==> src/rtl/instr_fetch_unit.sv <==
// instr_fetch_unit: ARM front end, req/ack instruction fetch into a prefetch FIFO with field decode and PCSrc redirect
// Ports:
//   Clk, Reset (async, active-low)
//   IMemReq/IMemAddr/IMemAck/IMemRData  instruction memory handshake, one request in flight at most
//   InstrValid/DecReady                 head-of-FIFO handoff to the decoder
//   Instr, Cond, Op, Funct, Rd          head word and its field slices
//   PC, PCPlus8                         head address and its R15 read value
//   PCSrc, BranchTarget                 redirect, honoured only when the head is consumed
module instr_fetch_unit #(
  parameter int ADDR_W = 32,
  parameter logic [ADDR_W-1:0] RESET_PC = '0,
  parameter int DEPTH = 2
) (
  input  logic              Clk,
  input  logic              Reset,
  output logic              IMemReq,
  output logic [ADDR_W-1:0] IMemAddr,
  input  logic              IMemAck,
  input  logic [31:0]       IMemRData,
  output logic              InstrValid,
  input  logic              DecReady,
  output logic [31:0]       Instr,
  output logic [3:0]        Cond,
  output logic [1:0]        Op,
  output logic [5:0]        Funct,
  output logic [3:0]        Rd,
  output logic [ADDR_W-1:0] PC,
  output logic [ADDR_W-1:0] PCPlus8,
  input  logic              PCSrc,
  input  logic [ADDR_W-1:0] BranchTarget
);
  localparam int PW = $clog2(DEPTH);
  localparam int CW = PW + 1;
  typedef enum logic [1:0] {IDLE, FETCH, DRAIN} state_t;
  state_t state, state_nxt;
  logic [ADDR_W-1:0] fetch_pc, fetch_pc_nxt, tgt_pc, tgt_pc_nxt, target;
  logic [ADDR_W-1:0] addr_q [DEPTH];
  logic [31:0] data_q [DEPTH];
  logic [PW-1:0] rd_ptr, wr_ptr;
  logic [CW-1:0] count;
  logic ack, pop, redirect, push, unused_bits;
  assign unused_bits = ^BranchTarget[1:0];
  assign target = {BranchTarget[ADDR_W-1:2], 2'b00};
  // count[PW] set means full since DEPTH is a power of two
  assign IMemReq = (state == DRAIN) | ((state == FETCH) & ~count[PW]);
  assign IMemAddr = fetch_pc;
  assign ack = IMemReq & IMemAck;
  assign InstrValid = count != '0;
  assign pop = InstrValid & DecReady;
  assign redirect = pop & PCSrc;
  assign push = ack & (state == FETCH) & ~redirect;
  assign Instr = data_q[rd_ptr];
  assign PC = addr_q[rd_ptr];
  assign PCPlus8 = PC + ADDR_W'(8);
  assign Cond = Instr[31:28];
  assign Op = Instr[27:26];
  assign Funct = Instr[25:20];
  assign Rd = Instr[15:12];
  always_comb begin
    state_nxt = state;
    fetch_pc_nxt = fetch_pc;
    tgt_pc_nxt = tgt_pc;
    case (state)
      IDLE: state_nxt = FETCH;
      FETCH: begin
        // a request already on the bus cannot be withdrawn, so park the target until it completes
        if (redirect && IMemReq && !IMemAck) begin
          state_nxt = DRAIN;
          tgt_pc_nxt = target;
        end else begin
          fetch_pc_nxt = redirect ? target : ack ? fetch_pc + ADDR_W'(4) : fetch_pc;
        end
      end
      DRAIN: begin
        state_nxt = IMemAck ? FETCH : DRAIN;
        fetch_pc_nxt = IMemAck ? tgt_pc : fetch_pc;
      end
      default: state_nxt = IDLE;
    endcase
  end
  always_ff @(posedge Clk or negedge Reset) begin
    if (!Reset) begin
      state <= IDLE;
      fetch_pc <= RESET_PC;
      tgt_pc <= RESET_PC;
      rd_ptr <= '0;
      wr_ptr <= '0;
      count <= '0;
      for (int i = 0; i < DEPTH; i++) begin
        addr_q[i] <= '0;
        data_q[i] <= '0;
      end
    end else begin
      state <= state_nxt;
      fetch_pc <= fetch_pc_nxt;
      tgt_pc <= tgt_pc_nxt;
      if (push) begin
        addr_q[wr_ptr] <= fetch_pc;
        data_q[wr_ptr] <= IMemRData;
      end
      if (redirect) begin
        rd_ptr <= '0;
        wr_ptr <= '0;
        count <= '0;
      end else begin
        rd_ptr <= rd_ptr + PW'(pop);
        wr_ptr <= wr_ptr + PW'(push);
        count <= count + CW'(push) - CW'(pop);
      end
    end
  end
endmodule

==> config.mk <==
export PLATFORM = sky130hd
export DESIGN_NAME = instr_fetch_unit
export DESIGN_NICKNAME = d
export VERILOG_FILES = /design/src/rtl/instr_fetch_unit.sv
export SDC_FILE = /design/constraint.sdc
export NUM_CORES = 1
export LEC_CHECK = 0
export CORE_MARGIN = 4
export CORE_UTILIZATION = 40
export CTS_CLUSTER_SIZE = 16
export DETAILED_ROUTE_END_ITERATION = 6
export PLACE_DENSITY = 0.62
export SYNTH_ARGS = -nofsm -noshare
export SYNTH_HDL_FRONTEND = slang
export SYNTH_SLANG_ARGS = --single-unit
export TNS_END_PERCENT = 30
==> constraint.sdc <==
create_clock -name Clk -period 2.9 [get_ports Clk]
set_input_delay 0.29 -clock Clk [delete_from_list [all_inputs] [get_ports Clk]]
set_output_delay 0.29 -clock Clk [all_outputs]
set_load 0.02 [all_outputs]
==> impl_results.md, run 1 <==
- H-tree depth: 4
- Primary FF master, synth: sky130_fd_sc_hd__dfrtp_1
- # fillers: 2155
- Pwr dens: roughly 1200 nW/um^2
- Total setup violations reported at the end of the flow: 0
- Final Hold Slack: 0.455 ns
- Storage element area: approximately 4800 um^2
- Mapped cell area: 10000 um^2
- Mean number of vias per cell: slightly above 5
- Io pins: 215
- Dominant cell type by area after synthesis: sky130_fd_sc_hd__dfrtp_1
- Setup repair after global routing missed its margin: yes
- IO buf count: 206
- Share of Yosys cell area claimed by the top area cell type: between 40% and 50%
- Number of global-route vias before repair: ~7000
- Cell family with most CP delay: simple AND/OR/NAND/NOR gates
- Clock root buffer master: sky130_fd_sc_hd__clkbuf_16
- Worst reg2reg setup slack: between 0.3 and 0.4 ns
- Netlist cell types: 69
- Portion of the post-synthesis area used by sequential elements: a little under half
- Total overflow reported by the global router: 0
- Number of routed nets with antenna violations: 0
- 1st-pass router iterations: 4
- Routed WL per cell: between 15 and 20 um
- Slowest library cell on the worst path: sky130_fd_sc_hd__dfrtp_4
- Global placement routability congestion: 0.811
- TritonCTS clock tree: yes
- Highest fanout seen on the critical path: 8
- Critical Path Most Common Cell: sky130_fd_sc_hd__buf_6
- Worst setup path category: register to output pin
- Proportion of synthesized flip-flops having asynchronous set or reset: 100%
- Insertion delay to the later sink of the worst-skew pair: 0.43 ns
- Number of enable flip-flop cells after synthesis: 0
- Largest cells by area after synthesis: sky130_fd_sc_hd__dfrtp_1, sky130_fd_sc_hd__mux2_2, sky130_fd_sc_hd__xnor2_1, sky130_fd_sc_hd__nand2_1, sky130_fd_sc_hd__buf_4
- Max incr delay on CP: 0.55 ns
- Critical Path Sink Type: output pin
- Die W: between 150 and 200 um
- Global-route wire length before repair: 41200 um
- Clock input transition at the sequential cells of the worst setup and hold paths: 0.07 ns
- Final Hold Fails: 0
- Total number of yosys warnings: 0
- Number of max-capacitance violations reported: 0
- Vert. Die Dim: around 170 um
- Crit-path cells: buf_6, nand3b_1, a22oi_2, nand4_1, nor3b_4, xor2_2, buf_6
- Outcome: complete, no violations
- Antenna violations before repair: 0
- Final period demand of the worst path: 2.87 ns
- Clock sinks: 190
- Buffers & Inverters on Critical Path: 2
- Clock buffer count from CTS: 17
- Worst path arrival time: approximately 2.6 ns
- Starting density of the core: slightly above 40%
- CP Data Required Time: about 2.6 ns
- Area used by multi-input combinational logic: roughly 4900 um^2
- Post-Syn Instances: between 800 and 900
- Number of standard-cell rows in the floorplan: 57
- Half-perimeter wire length after detailed placement: 18400 um
- Worst min-delay path category: input port to register
- Setup TNS: 0 ns
- Mean post-synth cell area: 12.1 um^2
- Pleak: between 5 and 6 nW
- Final #Nets: 1112
- Slew at the pin closest to its max-slew limit: a little under 0.8 ns
- Maximum clock skew at final layout: about 0.018 ns
- Portion of the clock cycle consumed by the worst path in the final layout: between 90% and 100%
- Die area: approximately 28000 um^2
- Area of the core: ~24000 um^2
- Total number of vias: 7111
- Fraction of layout cells with a size suffix above 1: roughly 34%
- Number of violations reported at the end of detailed-routing iteration 0: between 300 and 400
- Number of buffers between clock root and the deepest sink: 2
- Overall track demand over capacity in global routing: between 10% and 20%
- Pin count of the biggest net entering global routing: 93
- #FFs+latches synth: 190
- Max_slew headroom: roughly 47%
- Overall routed net length: roughly 25000 um
- Max Fclk: 348 MHz
- Drc violations: 0
- Signed area change from the synthesized netlist to the final layout: 32.9%
- Peak ir drop on the vdd network: 0.562 mV
- Worst Setup Start Kind: register
- Final Max Slew Viols: 0
## registers in the layout (all words and copies together), names as in the netlist
register	cells
addr_q	60
tgt_pc	30
IMemAddr	30
data_q	64
wr_ptr	1
state	2
count	2
rd_ptr	1
## placed cells by master (no fill, tap or decap), types with 12 or more instances in the layout
cell	synthesis	layout
sky130_fd_sc_hd__o21ai_0	13	13
sky130_fd_sc_hd__a21oi_1	17	17
sky130_fd_sc_hd__inv_1	13	12
sky130_fd_sc_hd__nand3_1	21	21
sky130_fd_sc_hd__clkdlybuf4s50_1	0	180
sky130_fd_sc_hd__buf_4	23	45
sky130_fd_sc_hd__dfrtp_1	190	189
sky130_fd_sc_hd__nand4_1	13	13
sky130_fd_sc_hd__a22oi_1	16	14
sky130_fd_sc_hd__mux2_2	208	208
sky130_fd_sc_hd__nor2_1	24	22
sky130_fd_sc_hd__xnor2_1	42	41
sky130_fd_sc_hd__clkbuf_16	0	18
sky130_fd_sc_hd__nand2_1	49	49
## logic make-up (layout without fill, tap and decap cells)
logic type,after synthesis,after routing,synth area share (%)
mux,218,218,24.5
flops,190,190,47.6
simple gates,177,177,10.4
compound gates,97,97,7.66
buf+inv,83,303,4.59
xor+xnor,52,52,4.56
fa+ha+maj,6,6,0.751
other cells,1,7,0.0375
## synth_stat cells, drive strengths merged (5+ instances only)
| cell | number |
|---|---|
| mux2 | 210 |
| dfrtp | 190 |
| buf | 52 |
| nand2 | 49 |
| xnor2 | 42 |
| nand3 | 25 |
| nor2 | 25 |
| a21oi | 18 |
| a22oi | 18 |
| clkbuf | 17 |
| o21ai | 17 |
| nand4 | 16 |
| o211ai | 16 |
| inv | 14 |
| nor3 | 12 |
| xor2 | 10 |
| mux2i | 8 |
| nor4 | 8 |
| and3 | 6 |
| ha | 6 |
| a211oi | 5 |
| a221o | 5 |
| and2 | 5 |
| nand4b | 5 |
| or2 | 5 |
## repair_timing
action / CTS / global route
pin swaps: 2 / 9
endpoints found under the hold margin: 55 / 0
gates resized for setup: 67 / 29
gates cloned: 0 / 1
endpoints found under the setup margin: 25 / 20
hold buffers: 1 / 0
setup buffers: 10 / 5
## area by class of cell
| class | count | area share [%] |
|---|---|---|
| diodes | 1 | 0.0188 |
| clock buffers | 19 | 3.41 |
| clock inverters | 12 | 1.36 |
| inverters | 14 | 0.395 |
| multi-input cells | 556 | 36.9 |
| flip-flops and latches | 190 | 35.8 |
| well taps | 324 | 3.05 |
| repair buffers | 258 | 19.1 |
## worst register-to-register path, delay by kind of cell, from the launching register on
kind                     cells  cell delay [ns]
flip-flops                   1             0.47
adder cells (fa/ha/maj)      1             0.28
buffers and inverters        2             0.45
multiplexers                 1             0.38
AND/OR/NAND/NOR              2             0.88
## layer usage
metal	track usage (%)	share of wire, %	up-vias	wire [um]
met3	3.31	4.6	8	1160
met4	3.41	0.45	0	114
li1	-	-	3381	-
met5	0	0	-	0
met1	27.0	48	3548	12200
met2	28.8	47	174	11900
## worst paths after layout
kind / from / end / cells after the start
max in group asynchronous: Reset / addr_q[6]$_DFFE_PN0P_ / 3
hold reg to reg: tgt_pc[9]$_DFFE_PN0P_ / tgt_pc[9]$_DFFE_PN0P_ / 1
setup / recovery: rd_ptr$_DFF_PN0_ / PCPlus8[31] / 7
min in group asynchronous: Reset / IMemAddr[25]$_DFFE_PN0P_ / 2
setup reg to reg: count[1]$_DFF_PN0_ / addr_q[55]$_DFFE_PN0P_ / 6
hold / removal: BranchTarget[24] / IMemAddr[24]$_DFFE_PN0P_ / 3
## report_power, final
part	total [mW]	switching [mW]	internal [mW]
clock	2.51	1.01	1.49
combinational	8.45	4.03	4.43
sequential	5.06	1.14	3.92
total	16.0	6.18	9.84
## stage by stage
| step | power [mW] | instance area (um^2) | utilization, % | setup WS, ns | std cells |
|---|---|---|---|---|---|
| 3_5_place_dp | 13.6 | 12500 | 51.0 | 0.00653 | 1326 |
| 4_1_cts | 16.1 | 13200 | 53.8 | -0.142 | 1368 |
| 5_1_grt | 17.0 | 13300 | 54.3 | -0.0906 | 1373 |
| 3_3_place_gp | 13.5 | 12500 | 51.0 | 0.0259 | 1326 |
| 6_report | 16.0 | 13300 | 54.3 | 0.0293 | 1374 |
| 2_1_floorplan | 10.1 | 10100 | - | 0.0640 | 829 |
(Power assumes the default switching activity.)
==> run 2: changes to the inputs <==
- ABC_AREA: not set -> 1
==> impl_results.md, run 2 <==
- Outcome: complete, no violations
- Power dissipated by switching net loads: 8.03 mW
- Most used cells in the layout excluding fill and tap cells: sky130_fd_sc_hd__nand2_1, sky130_fd_sc_hd__dfrtp_1, sky130_fd_sc_hd__clkdlybuf4s50_1
- Mapped cell area: around 11000 um^2
- Largest cells by area after synthesis: sky130_fd_sc_hd__dfrtp_1, sky130_fd_sc_hd__nand2_1, sky130_fd_sc_hd__o21ai_0, sky130_fd_sc_hd__inv_1, sky130_fd_sc_hd__mux2_2
- Dominant cell type by area after synthesis: sky130_fd_sc_hd__dfrtp_1
- Pin count of the biggest net entering global routing: 76
- Area of the core: roughly 26000 um^2
- Critical Path Sink Type: output pin
- Maximum clock skew at final layout: 0.0115 ns
- Netlist cell types: 37
- Register ranked first by flip-flop count: data_q
- Cell family with most CP delay: simple AND/OR/NAND/NOR gates
- Overall power consumption: around 18 mW
- Worst-case setup slack after placement: between 0.1 and 0.15 ns
- Clock network power share: a little over an eighth
- Setup repair after global routing missed its margin: yes
- Total number of yosys warnings: 0
- # fillers: between 2000 and 2500
- Cell with the most instances after synthesis: sky130_fd_sc_hd__nand2_1
- Slew at the pin closest to its max-slew limit: 0.647 ns
- Pleak: 6.28 nW
- Portion of the clock cycle consumed by the worst path in the final layout: between 90% and 100%
- Most frequent cells after synthesis: sky130_fd_sc_hd__nand2_1, sky130_fd_sc_hd__dfrtp_1, sky130_fd_sc_hd__inv_1
- Fraction of layout cells with a size suffix above 1: a little over an eighth
- Antenna diodes: 0
- Worst setup path category: register to output pin
- Proportion of synthesized flip-flops having asynchronous set or reset: between 90% and 100%
- Number of max-capacitance violations reported: 0
- Placed cell count: about 1900
- Share of Yosys cell area claimed by the top area cell type: around 45%
- Overall track demand over capacity in global routing: between 10% and 20%
- Number of stages on the worst setup path: 11
- Mean number of vias per cell: roughly 4.8
- Global-route wire length before repair: 46100 um
- Net switching fraction of the power: 45.7%
- Half-perimeter wire length after detailed placement: between 20000 and 25000 um
- Pwr dens: between 1000 and 1500 nW/um^2
- Pint: approximately 9.5 mW
- Worst min-delay path category: input port to asynchronous set/reset pin
- Max_slew headroom: roughly 57%
- Starting density of the core: just over 40%
- Global placement routability congestion: roughly 0.85
- H-tree depth: 4
- Max incr delay on CP: between 0.5 and 0.6 ns
- IO buf count: ~210
- Number of global-route vias before repair: 8600
- Io pins: 215
- Total overflow reported by the global router: 0
- CP Data Required Time: about 2.6 ns
- 1st-pass router iterations: 5
- Clock input transition at the sequential cells of the worst setup and hold paths: 0.07 ns
- Peak ir drop on the vdd network: between 0.8 and 0.9 mV
- Total setup violations reported at the end of the flow: 0
- Clock buffer count from CTS: 17
- Final period demand of the worst path: 2.85 ns
- Final Max Slew Viols: 0
- Worst Setup Start Kind: register
- Post-Syn Instances: 1355
- Largest registers: data_q (64), addr_q (60)
- Mean post-synth cell area: around 7.8 um^2
- Number of routed nets with antenna violations: 0
- Number of standard-cell rows in the floorplan: a little under 60
- Primary FF master, synth: sky130_fd_sc_hd__dfrtp_1
- Max Fclk: 351 MHz
- Slowest library cell on the worst path: sky130_fd_sc_hd__dfrtp_4
- Die area: 29200 um^2
- #FFs+latches synth: 190
- Vert. Die Dim: 171 um
- Overall routed net length: slightly below 30000 um
- Final std cells w/o fill: ~1900
- Final Hold Fails: 0
- TritonCTS clock tree: yes
- Total number of vias: roughly 9100
- Crit-path cells: nand2_1, o21ai_2, inv_1, ha_1, nand3_4, inv_1, nand2_2, nor2_2, nand3b_1, nand2_1, dlygate4sd2_1
- Worst path arrival time: ~2.6 ns
- Clock root buffer master: sky130_fd_sc_hd__clkbuf_16
- Max reg flops: 64
- Drc violations: 0
- Seq pwr share: about 28%
- Final #Nets: 1617
- Clock sinks: 190
- Buffers & Inverters on Critical Path: 3
- Portion of the post-synthesis area used by sequential elements: between 40% and 50%
- Post-layout util: roughly 52%
- Worst setup margin: 0.0524 ns
- Number of violations reported at the end of detailed-routing iteration 0: between 600 and 700
- Number of enable flip-flop cells after synthesis: 0
- Highest fanout seen on the critical path: 11
- Signed area change from the synthesized netlist to the final layout: 28.8%
- Number of buffers between clock root and the deepest sink: 2
- Die W: approximately 170 um
- Most common cell after layout, fill and taps aside: sky130_fd_sc_hd__nand2_1
- Cells on worst reg2reg path: 11
- Routed WL per cell: 15.5 um
- Combinational group share of total power: between 50% and 60%
- Insertion delay to the later sink of the worst-skew pair: 0.44 ns
- Antenna violations before repair: 0
-- run 2: per-stage QoR --
stage	setup TNS (ns)	hold slack, ns	instance area, um^2
6_report	0	0.426	13700
5_1_grt	-0.412	0.427	13700
4_1_cts	0	0.415	13700
3_5_place_dp	0	0.356	13000
3_3_place_gp	0	0.352	13000
2_1_floorplan	0	-0.00559	10600
-- run 2: layout make-up --
| type | instances | area, um^2 | share of cell area [%] |
|---|---|---|---|
| Inverter | 161 | 604 | 4.42 |
| Sequential cell | 190 | 4760 | 34.8 |
| Timing Repair Buffer | 247 | 2400 | 17.6 |
| Tap cell | 335 | 419 | 3.07 |
| Multi-Input combinational cell | 925 | 4880 | 35.7 |
| Clock inverter | 14 | 173 | 1.26 |
| Clock buffer | 17 | 425 | 3.11 |
-- run 2: cell families after synthesis --
kind of cell / after synthesis / synth area share (%)
adder cells (fa/ha/maj): 6 / 0.708
buffers and inverters: 245 / 10.5
AND/OR/NAND/NOR: 592 / 23.4
other: 1 / 0.0354
multiplexers: 48 / 5.10
flip-flops: 190 / 44.8
XOR/XNOR: 28 / 2.31
AO/OA/AOI/OAI: 245 / 13.1
-- run 2: power by group through the flow --
stage,sequential (mW),combinational [mW],clock [mW]
after floorplan,4.73,6.33,0
after global placement,4.86,10.2,0
after detailed placement,4.90,10.3,0
after CTS,4.85,10.4,2.46
after global routing,5.02,11.3,2.59
final,4.86,10.3,2.41
-- run 2: worst register-to-register path: cells and delay by family, from the launching register on --
kind,cells,cell delay (ns)
DFF,1,0.53
and+or+nand+nor,10,1.39
adders and majority gates,1,0.31
-- run 2: what timing repair did --
action | 4_1_cts | 5_1_grt
endpoints found under the hold margin | 71 | 0
hold buffers | 1 | 0
buffers inserted | 1 | 0
endpoints found under the setup margin | 73 | 26
gates resized for setup | 41 | 25
pin swaps | 0 | 0
-- run 2: final timing paths --
| check | from | endpoint | slack, ns |
|---|---|---|---|
| max in group asynchronous | Reset | data_q[24]$_DFFE_PN0P_ | 1.65 |
| worst max-delay path | rd_ptr$_DFF_PN0_ | PCPlus8[29] | 0.05 |
| worst min register to register | tgt_pc[13]$_DFFE_PN0P_ | tgt_pc[13]$_DFFE_PN0P_ | 0.49 |
| min in group Clk | IMemRData[26] | data_q[58]$_DFFE_PN0P_ | 0.43 |
| worst min-delay path | Reset | tgt_pc[14]$_DFFE_PN0P_ | 0.43 |
| worst max register to register | IMemAddr[3]$_DFFE_PN0P_ | IMemAddr[18]$_DFFE_PN0P_ | 0.61 |
-- run 2: metal layers --
layer / track usage, % / part of all wire, % / up-vias
met5: 0 / 0 / -
met4: 4.93 / 1.3 / 0
met3: 3.00 / 5.8 / 22
met2: 31.1 / 46 / 254
met1: 29.2 / 47 / 4233
li1: - / - / 4624
==> run 3: changes to the inputs <==
- CELL_PAD_IN_SITES_DETAIL_PLACEMENT: not set -> 0
- CELL_PAD_IN_SITES_GLOBAL_PLACEMENT: not set -> 2
- CORE_UTILIZATION: 40 -> 30
- CTS_CLUSTER_DIAMETER: not set -> 200
- PLACE_DENSITY: 0.62 -> 0.78
- SKIP_LAST_GASP: not set -> 1
==> impl_results.md, run 3 (same netlist as run 2, synthesis figures left out) <==
- Combinational group share of total power: 59.2%
- Pwr dens: between 1000 and 1500 nW/um^2
- Antenna violations before repair: 0
- Failing checks: setup timing
- Worst setup margin: -0.171 ns
- Highest fanout seen on the critical path: 19
- Half-perimeter wire length after detailed placement: 23300 um
- Placed cell count: 1976
- Clock root buffer master: sky130_fd_sc_hd__clkbuf_16
- # fillers: ~3600
- Register ranked first by flip-flop count: data_q
- Worst min-delay path category: input port to register
- Setup repair after global routing missed its margin: yes
- Routed WL per cell: ~16 um
- IO buf count: 206
- Most common cell after layout, fill and taps aside: sky130_fd_sc_hd__nand2_1
- Final Hold Fails: 0
- Number of max-capacitance violations reported: 0
- Outcome: finished, violations left
- Die W: between 150 and 200 um
- Overall routed net length: ~31000 um
- Cells on worst reg2reg path: 11
- Total setup violations reported at the end of the flow: 7
- Number of instances on the worst hold path: 3
- Hold path endpoint: data_q[35]$_DFFE_PN0P_
- Critical Path Sink Type: output pin
- Worst path arrival time: about 2.8 ns
- Overall track demand over capacity in global routing: between 10% and 20%
- TritonCTS clock tree: yes
- Clock input transition at the sequential cells of the worst setup and hold paths: ~0.07 ns
- R2R Path End: data_q[5]$_DFFE_PN0P_
- Power dissipated by switching net loads: 7.91 mW
- Largest registers: data_q (64), addr_q (60)
- Number of buffers between clock root and the deepest sink: 2
- Final Max Slew Viols: 0
- 1st-pass router iterations: 5
- Fraction of layout cells with a size suffix above 1: about 13%
- Most used cells in the layout excluding fill and tap cells: sky130_fd_sc_hd__nand2_1, sky130_fd_sc_hd__dfrtp_1, sky130_fd_sc_hd__clkdlybuf4s50_1
- Slew at the pin closest to its max-slew limit: around 0.7 ns
- Vert. Die Dim: between 150 and 200 um
- Worst reg2reg setup slack: between 0.7 and 0.8 ns
- Antenna diodes: 0
- Insertion delay to the later sink of the worst-skew pair: roughly 0.44 ns
- Max Fclk: roughly 330 MHz
- Final instance area: between 10000 and 15000 um^2
- Portion of the clock cycle consumed by the worst path in the final layout: 106%
- Global placement routability congestion: just over 0.8
- Pint: 9.50 mW
- Net switching fraction of the power: about 45%
- Global-route wire length before repair: around 50000 um
- H-tree depth: 4
- Number of standard-cell rows in the floorplan: 68
- Clock buffer count from CTS: 17
- Worst Setup Start Kind: register
- Worst setup path category: register to output pin
- Seq pwr share: between 20% and 30%
- Mean number of vias per cell: around 4.4
- Final period demand of the worst path: 3.07 ns
- Clock sinks: 190
- Number of routed nets with antenna violations: 0
- Pleak: 6.30 nW
- Io pins: 215
- Max reg flops: 64
- Signed area change from the synthesized netlist to the final layout: 29.8%
- Starting density of the core: a little under a third
- Pin count of the biggest net entering global routing: 76
- Total number of vias: 8873
- Total overflow reported by the global router: 0
- Maximum clock skew at final layout: ~0.016 ns
- Area of the core: 34700 um^2
- Peak ir drop on the vdd network: about 0.77 mV
- Drc violations: 0
- Worst-case setup slack after placement: 0.112 ns
- Reg2reg start: count[1]$_DFF_PN0_
- Max_slew headroom: between 50% and 60%
- Number of global-route vias before repair: about 8600
- CP Data Required Time: 2.61 ns
- Post-place instance area: 13100 um^2
- Final #Nets: between 1500 and 2000
- Final std cells w/o fill: about 2000
- Startpoint of the worst hold path: IMemRData[3]
- Die area: slightly below 40000 um^2
- Clock network power share: a little over an eighth
- Number of violations reported at the end of detailed-routing iteration 0: 469
- Final Hold Slack: approximately 0.44 ns
run 3: worst max-delay path, cell delays in order, from the launching register on:
cell                              delay [ns]
sky130_fd_sc_hd__dfrtp_4                0.57
sky130_fd_sc_hd__buf_12                 0.19
sky130_fd_sc_hd__o21ai_2                0.26
sky130_fd_sc_hd__nand2_1                0.13
sky130_fd_sc_hd__nor2_2                 0.14
sky130_fd_sc_hd__nand2_2                0.11
sky130_fd_sc_hd__nor2_4                 0.18
sky130_fd_sc_hd__xor2_1                 0.16
sky130_fd_sc_hd__clkdlybuf4s50_1        0.62
run 3: power by group through the flow:
stage               Clock [mW]  Sequential (mW)  Combinational [mW]
finish                    2.28             4.82                10.3
global route              2.47             4.98                11.3
CTS                       2.37             4.83                10.5
detailed placement           0             4.89                10.5
global placement             0             4.86                10.4
floorplan                    0             4.73                6.33
run 3: routing by layer:
metal	part of all wire, %	vias up	GRT usage, %
li1	-	4620	-
met3	3.5	15	2.49
met2	44	155	24.5
met4	0.78	0	3.23
met5	0	-	0
met1	52	4083	24.5
run 3: worst max path at each step:
| stage | slack (ns) | depth (start not counted) | endpoint | from |
|---|---|---|---|---|
| final | -0.17 | 8 | PCPlus8[15] | rd_ptr$_DFF_PN0_ |
| after global routing | -0.30 | 8 | PCPlus8[18] | rd_ptr$_DFF_PN0_ |
| after CTS | -0.25 | 8 | PCPlus8[26] | rd_ptr$_DFF_PN0_ |
| after detailed placement | 0.11 | 9 | PCPlus8[25] | rd_ptr$_DFF_PN0_ |
| after global placement | 0.14 | 9 | PCPlus8[25] | rd_ptr$_DFF_PN0_ |
| after floorplan | 0.13 | 11 | PCPlus8[27] | rd_ptr$_DFF_PN0_ |
run 3: final cells by class:
class                   instances  area (um^2)  area share (%)
inverters                     161          604            4.39
clock inverters                11          113           0.818
clock buffers                  20          447            3.25
well taps                     455          569            4.14
repair buffers                248         2460            17.8
multi-input cells             925         4820            35.0
flip-flops and latches        190         4760            34.6
run 3: per-stage QoR:
step	utilization, %	power, mW	setup TNS (ns)
detailed placement	37.9	15.4	0
CTS	39.6	17.7	-2.53
global route	39.7	18.8	-3.25
floorplan	-	11.1	0
finish	39.7	17.4	-0.624
global placement	37.9	15.3	0
run 3: timing repair:
action	CTS	global route
setup endpoints to repair	23	25
hold endpoints to repair	72	0
setup buffers	2	0
resized for setup	16	11
hold buffers	1	0
